## config.mk

```make
export PLATFORM = sky130hd
export DESIGN_NAME = binary_search_ctrl_flat
export DESIGN_NICKNAME = d
export VERILOG_FILES = /design/src/rtl/binary_search_ctrl_pkg.sv /design/src/rtl/binary_search_ctrl_if.sv /design/src/rtl/binary_search_ctrl_mid.sv /design/src/rtl/binary_search_ctrl.sv /design/src/flat_wrapper.sv
export SDC_FILE = /design/constraint.sdc
export NUM_CORES = 1
export LEC_CHECK = 0
export CAP_MARGIN = 20
export CORE_MARGIN = 10
export CORE_UTILIZATION = 50
export DETAILED_ROUTE_END_ITERATION = 10
export GPL_TIMING_DRIVEN = 1
export PLACE_DENSITY = 0.66
export SYNTH_ARGS = -nofsm -noshare
export SYNTH_HDL_FRONTEND = slang
export SYNTH_SLANG_ARGS = --single-unit
```

## constraint.sdc

```tcl
create_clock -name clk -period 5.2 [get_ports clk]
set_clock_uncertainty 0.1 [all_clocks]
set_input_delay 1.3 -clock clk [delete_from_list [all_inputs] [get_ports clk]]
set_output_delay 1.3 -clock clk [all_outputs]
set_load 0.03 [all_outputs]
```

## src/rtl/binary_search_ctrl_pkg.sv

```systemverilog
// Shared definitions for the number-guessing controller.
// Covers state encodings, the initial interval bounds and the floor-midpoint helper.
package binary_search_ctrl_pkg;

    typedef enum logic [1:0] {
        S_IDLE = 2'd0,
        S_ASK  = 2'd1,
        S_DONE = 2'd2,
        S_ERR  = 2'd3
    } state_t;

    localparam logic [7:0] INIT_LO    = 8'd0;
    localparam logic [7:0] INIT_HI    = 8'd255;
    localparam logic [7:0] INIT_GUESS = 8'd127;

    // The sum needs one extra bit so that (255 + 255) still halves correctly.
    function automatic logic [7:0] floor_mid(input logic [7:0] a, input logic [7:0] b);
        logic [8:0] sum;
        sum = {1'b0, a} + {1'b0, b};
        return sum[8:1];
    endfunction

endpackage

```

## src/rtl/binary_search_ctrl_if.sv

```systemverilog
// Player-answer and guess/status bundle between the game front end and the controller.
// The master issues start and answers, and the slave (the controller) returns guess and status.
interface binary_search_ctrl_if #(
    parameter int WIDTH  = 8,
    parameter int STEP_W = 4
);
    logic              start;
    logic              higher;
    logic              lower;
    logic              correct;
    logic [WIDTH-1:0]  guess;
    logic [STEP_W-1:0] steps;
    logic              busy;
    logic              done;
    logic              error;

    modport master (
        output start, higher, lower, correct,
        input  guess, steps, busy, done, error
    );

    modport slave (
        input  start, higher, lower, correct,
        output guess, steps, busy, done, error
    );
endinterface

```

## src/rtl/binary_search_ctrl_mid.sv

```systemverilog
// Combinational floor((a+b)/2) for two 8-bit operands.
// The sum is formed at 9 bits, so it never overflows.
module binary_search_ctrl_mid
    import binary_search_ctrl_pkg::*;
(
    input  logic [7:0] a,
    input  logic [7:0] b,
    output logic [7:0] mid
);
    assign mid = floor_mid(a, b);
endmodule

```

## src/rtl/binary_search_ctrl.sv

```systemverilog
// Binary-search controller for the guessing game.
// It holds [lo,hi], drives a registered guess (which feeds bin2bcd) and flags contradictory answers.
module binary_search_ctrl
    import binary_search_ctrl_pkg::*;
#(
    parameter int WIDTH  = 8,
    parameter int STEP_W = 4
) (
    input  logic                 clk,
    input  logic                 rst,
    binary_search_ctrl_if.slave  bus
);
    state_t            state_reg;
    logic [WIDTH-1:0]  lo_reg;
    logic [WIDTH-1:0]  hi_reg;
    logic [WIDTH-1:0]  guess_reg;
    logic [STEP_W-1:0] steps_reg;
    logic              busy_reg;
    logic              done_reg;
    logic              error_reg;

    // Slot 0 gives the next guess after "higher", and slot 1 gives it after "lower".
    logic [WIDTH-1:0] op_a  [2];
    logic [WIDTH-1:0] op_b  [2];
    logic [WIDTH-1:0] mid_y [2];

    assign op_a[0] = guess_reg + WIDTH'(1);
    assign op_b[0] = hi_reg;
    assign op_a[1] = lo_reg;
    assign op_b[1] = guess_reg - WIDTH'(1);

    genvar gi;
    generate
        for (gi = 0; gi < 2; gi++) begin : g_mid
            binary_search_ctrl_mid u_mid (
                .a   (op_a[gi]),
                .b   (op_b[gi]),
                .mid (mid_y[gi])
            );
        end
    endgenerate

    logic              answer_ok;
    logic [STEP_W-1:0] steps_inc;

    assign answer_ok = $onehot({bus.higher, bus.lower, bus.correct});
    assign steps_inc = (steps_reg == '1) ? steps_reg : steps_reg + STEP_W'(1);

    always_ff @(posedge clk or posedge rst) begin
        if (rst) begin
            state_reg <= S_IDLE;
            lo_reg    <= INIT_LO;
            hi_reg    <= INIT_HI;
            guess_reg <= '0;
            steps_reg <= '0;
            busy_reg  <= 1'b0;
            done_reg  <= 1'b0;
            error_reg <= 1'b0;
        end else if (bus.start) begin
            state_reg <= S_ASK;
            lo_reg    <= INIT_LO;
            hi_reg    <= INIT_HI;
            guess_reg <= INIT_GUESS;
            steps_reg <= '0;
            busy_reg  <= 1'b1;
            done_reg  <= 1'b0;
            error_reg <= 1'b0;
        end else if (state_reg == S_ASK && answer_ok) begin
            // A guess sitting on the bound it would have to move past means the player contradicted an earlier answer.
            if (bus.higher) begin
                if (guess_reg == hi_reg) begin
                    state_reg <= S_ERR;
                    busy_reg  <= 1'b0;
                    error_reg <= 1'b1;
                end else begin
                    lo_reg    <= op_a[0];
                    guess_reg <= mid_y[0];
                    steps_reg <= steps_inc;
                end
            end else if (bus.lower) begin
                if (guess_reg == lo_reg) begin
                    state_reg <= S_ERR;
                    busy_reg  <= 1'b0;
                    error_reg <= 1'b1;
                end else begin
                    hi_reg    <= op_b[1];
                    guess_reg <= mid_y[1];
                    steps_reg <= steps_inc;
                end
            end else begin
                state_reg <= S_DONE;
                busy_reg  <= 1'b0;
                done_reg  <= 1'b1;
            end
        end
    end

    assign bus.guess = guess_reg;
    assign bus.steps = steps_reg;
    assign bus.busy  = busy_reg;
    assign bus.done  = done_reg;
    assign bus.error = error_reg;
endmodule

```

## src/flat_wrapper.sv

```systemverilog
// flat-port wrapper written by rule: the top's interface ports become plain ports
module binary_search_ctrl_flat import binary_search_ctrl_pkg::*;
#(
    parameter int WIDTH  = 8,
    parameter int STEP_W = 4
)
  (clk, rst, bus_start, bus_higher, bus_lower, bus_correct, bus_guess, bus_steps, bus_busy, bus_done, bus_error);
  binary_search_ctrl_if #(.WIDTH(WIDTH), .STEP_W(STEP_W)) bus_i ();
  input  logic clk;
  input  logic rst;
  input wire logic [$bits(bus_i.start)-1:0] bus_start;
  input wire logic [$bits(bus_i.higher)-1:0] bus_higher;
  input wire logic [$bits(bus_i.lower)-1:0] bus_lower;
  input wire logic [$bits(bus_i.correct)-1:0] bus_correct;
  output wire logic [$bits(bus_i.guess)-1:0] bus_guess;
  output wire logic [$bits(bus_i.steps)-1:0] bus_steps;
  output wire logic [$bits(bus_i.busy)-1:0] bus_busy;
  output wire logic [$bits(bus_i.done)-1:0] bus_done;
  output wire logic [$bits(bus_i.error)-1:0] bus_error;
  assign bus_i.start = bus_start;
  assign bus_i.higher = bus_higher;
  assign bus_i.lower = bus_lower;
  assign bus_i.correct = bus_correct;
  assign bus_guess = bus_i.guess;
  assign bus_steps = bus_i.steps;
  assign bus_busy = bus_i.busy;
  assign bus_done = bus_i.done;
  assign bus_error = bus_i.error;
  binary_search_ctrl #(.WIDTH(WIDTH), .STEP_W(STEP_W)) u_core (.clk(clk), .rst(rst), .bus(bus_i));
endmodule
```

==> impl_results.md <==
- DP HPWL: 4.945 mm
- Fin. Hold Viols: 0
- FF+latch count, synth: 33
- Via count: 2183
- Full die area: 0.008656 mm²
- Hold Crit Class: register to register
- Switch Pwr: 0.0004053 W
- Worst Path Arrival: 4530 ps
- Hold path startpoint: u_core.bus.busy$_DFFE_PP0P_
- Seq pwr share: 30.4%
- Startpoint types: input port
- CTS Hold Bufs: 0
- Hold depth: 1
- Final design utilization: 58.52%
- YS warnings: 0
- Final net count: 339
- DRC viols: 0
- Rel. slew slack: 42.97%
- Status: finished clean
- Area Growth Syn to Fin: 12.76%
- Buffers added on ports: 20
- Switching share of power: 39.55%
- Worst reg2reg path endpoint: u_core.bus.guess[0]$_DFFE_PP0P_
- Clock Path Buffers: 2
- Post-synth EDFFs: 0
- Clk sinks: 33
- Root buf cell: clkbuf_8
- First-pass DRT Iterations: 4
- Int Pwr: 0.0006194 W
- Clock-pin slew on the worst setup and hold paths: 70 ps
- Reg2reg setup slack: 2060 ps
- Top cells by count, synth: nor2_1 (30), xnor2_1 (27), dfrtp_1 (25), ha_1 (21), a21oi_1 (20)
- Final Max Tran Viols: 0
- DR iter-0 viols: 142
- Clk network pwr share: 21.1%
- Mean Syn Cell Area: 9.073 µm²
- Max Clk Rate: 224.5 MHz
- Layout cells sized above 1: 8.387%
- TritonCTS clock tree: yes
- Critical R2R Launch: u_core.bus.guess[0]$_DFFE_PP0P_
- Ant diodes: 0
- Worst Path Required: 5280 ps
- ANT nets after route: 0
- Via/cell ratio: 5.745
- Grt ovf: 0
- PD cells: 340.7 mW/mm²
- Cells along the critical path: clkdlybuf4s50_1 > clkinv_1 > fa_1 > and4bb_2 > and2_1 > o31a_1 > buf_4 > nand2b_1 > a21oi_1 > a311oi_1
- Minimum clock period after layout: 4453 ps
- Post-Layout Cell Count: 380
- Final setup vio count: 0
- Top cells by area, synth: dfrtp_1 (23%), ha_1 (9.8%), xnor2_1 (8.9%)
- Placed insts: 372
- Comb pwr share: 48.5%
- Register area: 835.8 µm²
- Die X: 93.04 µm
- RePlAce Congestion: 0.8915
- Synth Flop Type: dfrtp_1
- Worst reg2reg path depth: 8
- Post-CTS setup repair buffer count: 0
- Yosys top cell by area: dfrtp_1
- Buf/Inv on CP: 3
- H-Tree Depth: 2
- Delay-heaviest family, CP: buffers and inverters
- Sum Neg Setup Slack: 0 ps
- Max FO, Critical Path: 12
- Num CTS Buffers: 5
- Die height: 93.04 µm
- Layout fillers: 481
- Maximum vdd drop: 0.0001696 V
- Setup Crit Path Kind: input port to register
- Cell Area, Placed: 0.002907 mm²
- Slew @ Worst Pin: 852.8 ps
- Antenna violations before repair: 0
- Mapped Area: 0.002668 mm²
- Post-synth top area share: 23.45%
- Multi-input gate area: 0.001689 mm²
- Vias in the first global route: 2174
- Initial Util: 51.90%
- Final wirelength: 6.536 mm
- Post-synth ARST share: 100.0%
- Most common cell in the synthesized netlist: nor2_1
- Avg WL per Cell: 17.20 µm
- Max-cap violations: 0
- Global-route wire length before repair: 11.05 mm
- RSZ-0062 raised after global routing: false
- Hold endpoint: u_core.bus.busy$_DFFE_PP0P_
- Seq/Total Area, Yosys: 31.33%
- Crit end category: register
- Largest net degree at the start of global routing: 34
- Worst stage delay on the critical path: 490 ps
- Post-synthesis cell count: 294
- Clk_lat worst skew: 290 ps
- Final Cell Area: 0.003008 mm²
- Slowest CP cell: fa_1
- Final Cycle Share: 85.64%
- Post_cts resized: 0
- Leakage: 1.267 nW
- Core Rows: 26
- Syn Nets: 324
- Yosys cell types: 50
- Gr usage total: 15.88%
- IO Pins: 21
- Core Area: 0.005140 mm²
[cells by family after synthesis]
group / count (synthesis) / share of synthesized area (%)
adders and majority gates: 24 / 12.10
muxes: 15 / 5.816
xor gates and xnor gates: 33 / 10.84
DFF: 33 / 31.33
AOI/OAI and AO/OA: 65 / 16.56
buffers and inverters: 32 / 5.347
and+or+nand+nor: 92 / 18.01
[final cells by class]
cell class / instances / share of cell area (%)
inverter: 15 / 1.872
multi-input combinational: 229 / 56.16
sequential: 33 / 27.79
clock buffer: 7 / 3.203
clock inverter: 1 / 0.1664
tap: 70 / 2.912
timing repair buffer: 25 / 7.904
[worst max-delay path by stage]
stage	end	slack (ps)	startpoint	cells past startpoint
global route	u_core.bus.steps[3]$_DFFE_PP0P_	560	bus_higher	10
CTS	u_core.bus.steps[3]$_DFFE_PP0P_	760	bus_higher	10
floorplan	u_core.bus.steps[0]$_DFFE_PP0P_	1790	bus_higher	9
global placement	u_core.bus.steps[3]$_DFFE_PP0P_	600	bus_higher	10
detailed placement	u_core.bus.steps[3]$_DFFE_PP0P_	470	bus_higher	10
finish	u_core.bus.steps[3]$_DFFE_PP0P_	750	bus_higher	10
[stage by stage]
step | worst slack [ps] | power [W] | hold WS [ps]
floorplan | 1793 | 0.0006963 | 342.1
global placement | 595.7 | 0.0008028 | 372.1
detailed placement | 474.4 | 0.0008041 | 372.6
CTS | 762.9 | 0.001026 | 388.2
global route | 560.0 | 0.001097 | 403.2
finish | 746.5 | 0.001025 | 381.2
[power by group through the flow]
| stage | Sequential, W | Clock, W | Combinational, W |
|---|---|---|---|
| after floorplan | 0.000311 | 0 | 0.000385 |
| after global placement | 0.000316 | 0 | 0.000487 |
| after detailed placement | 0.000315 | 0 | 0.000489 |
| after CTS | 0.000310 | 0.000224 | 0.000492 |
| after global routing | 0.000314 | 0.000233 | 0.000551 |
| final | 0.000311 | 0.000216 | 0.000497 |
[worst reg2reg max path: cells and delay by family, from the launching register on]
kind,cells,cell delay [ps]
fa+ha+maj,1,320
simple gates,2,940
flops,1,640
buf+inv,2,420
compound gates,3,610
[layout by cell type (no fill, tap or decap), drive strengths merged, types with 8 or more instances in the layout]
master,synthesis,layout
inv,14,14
xnor2,27,27
mux2i,14,14
ha,21,21
nand2,9,9
dfrtp,25,25
nand2b,15,15
a21oi,20,20
nor2,30,30
clkdlybuf4s50,0,20
o21ai,11,11
dfstp,8,8
[metal layers]
metal / vias up / routed length, µm / GRT usage, %
met4: 0 / 166 / 6.812
met3: 17 / 394 / 3.837
met2: 68 / 2964 / 24.47
li1: 1064 / - / -
met1: 1034 / 3012 / 20.70
met5: - / 0 / 0
Note: power is estimated with default switching activity, not from simulation.
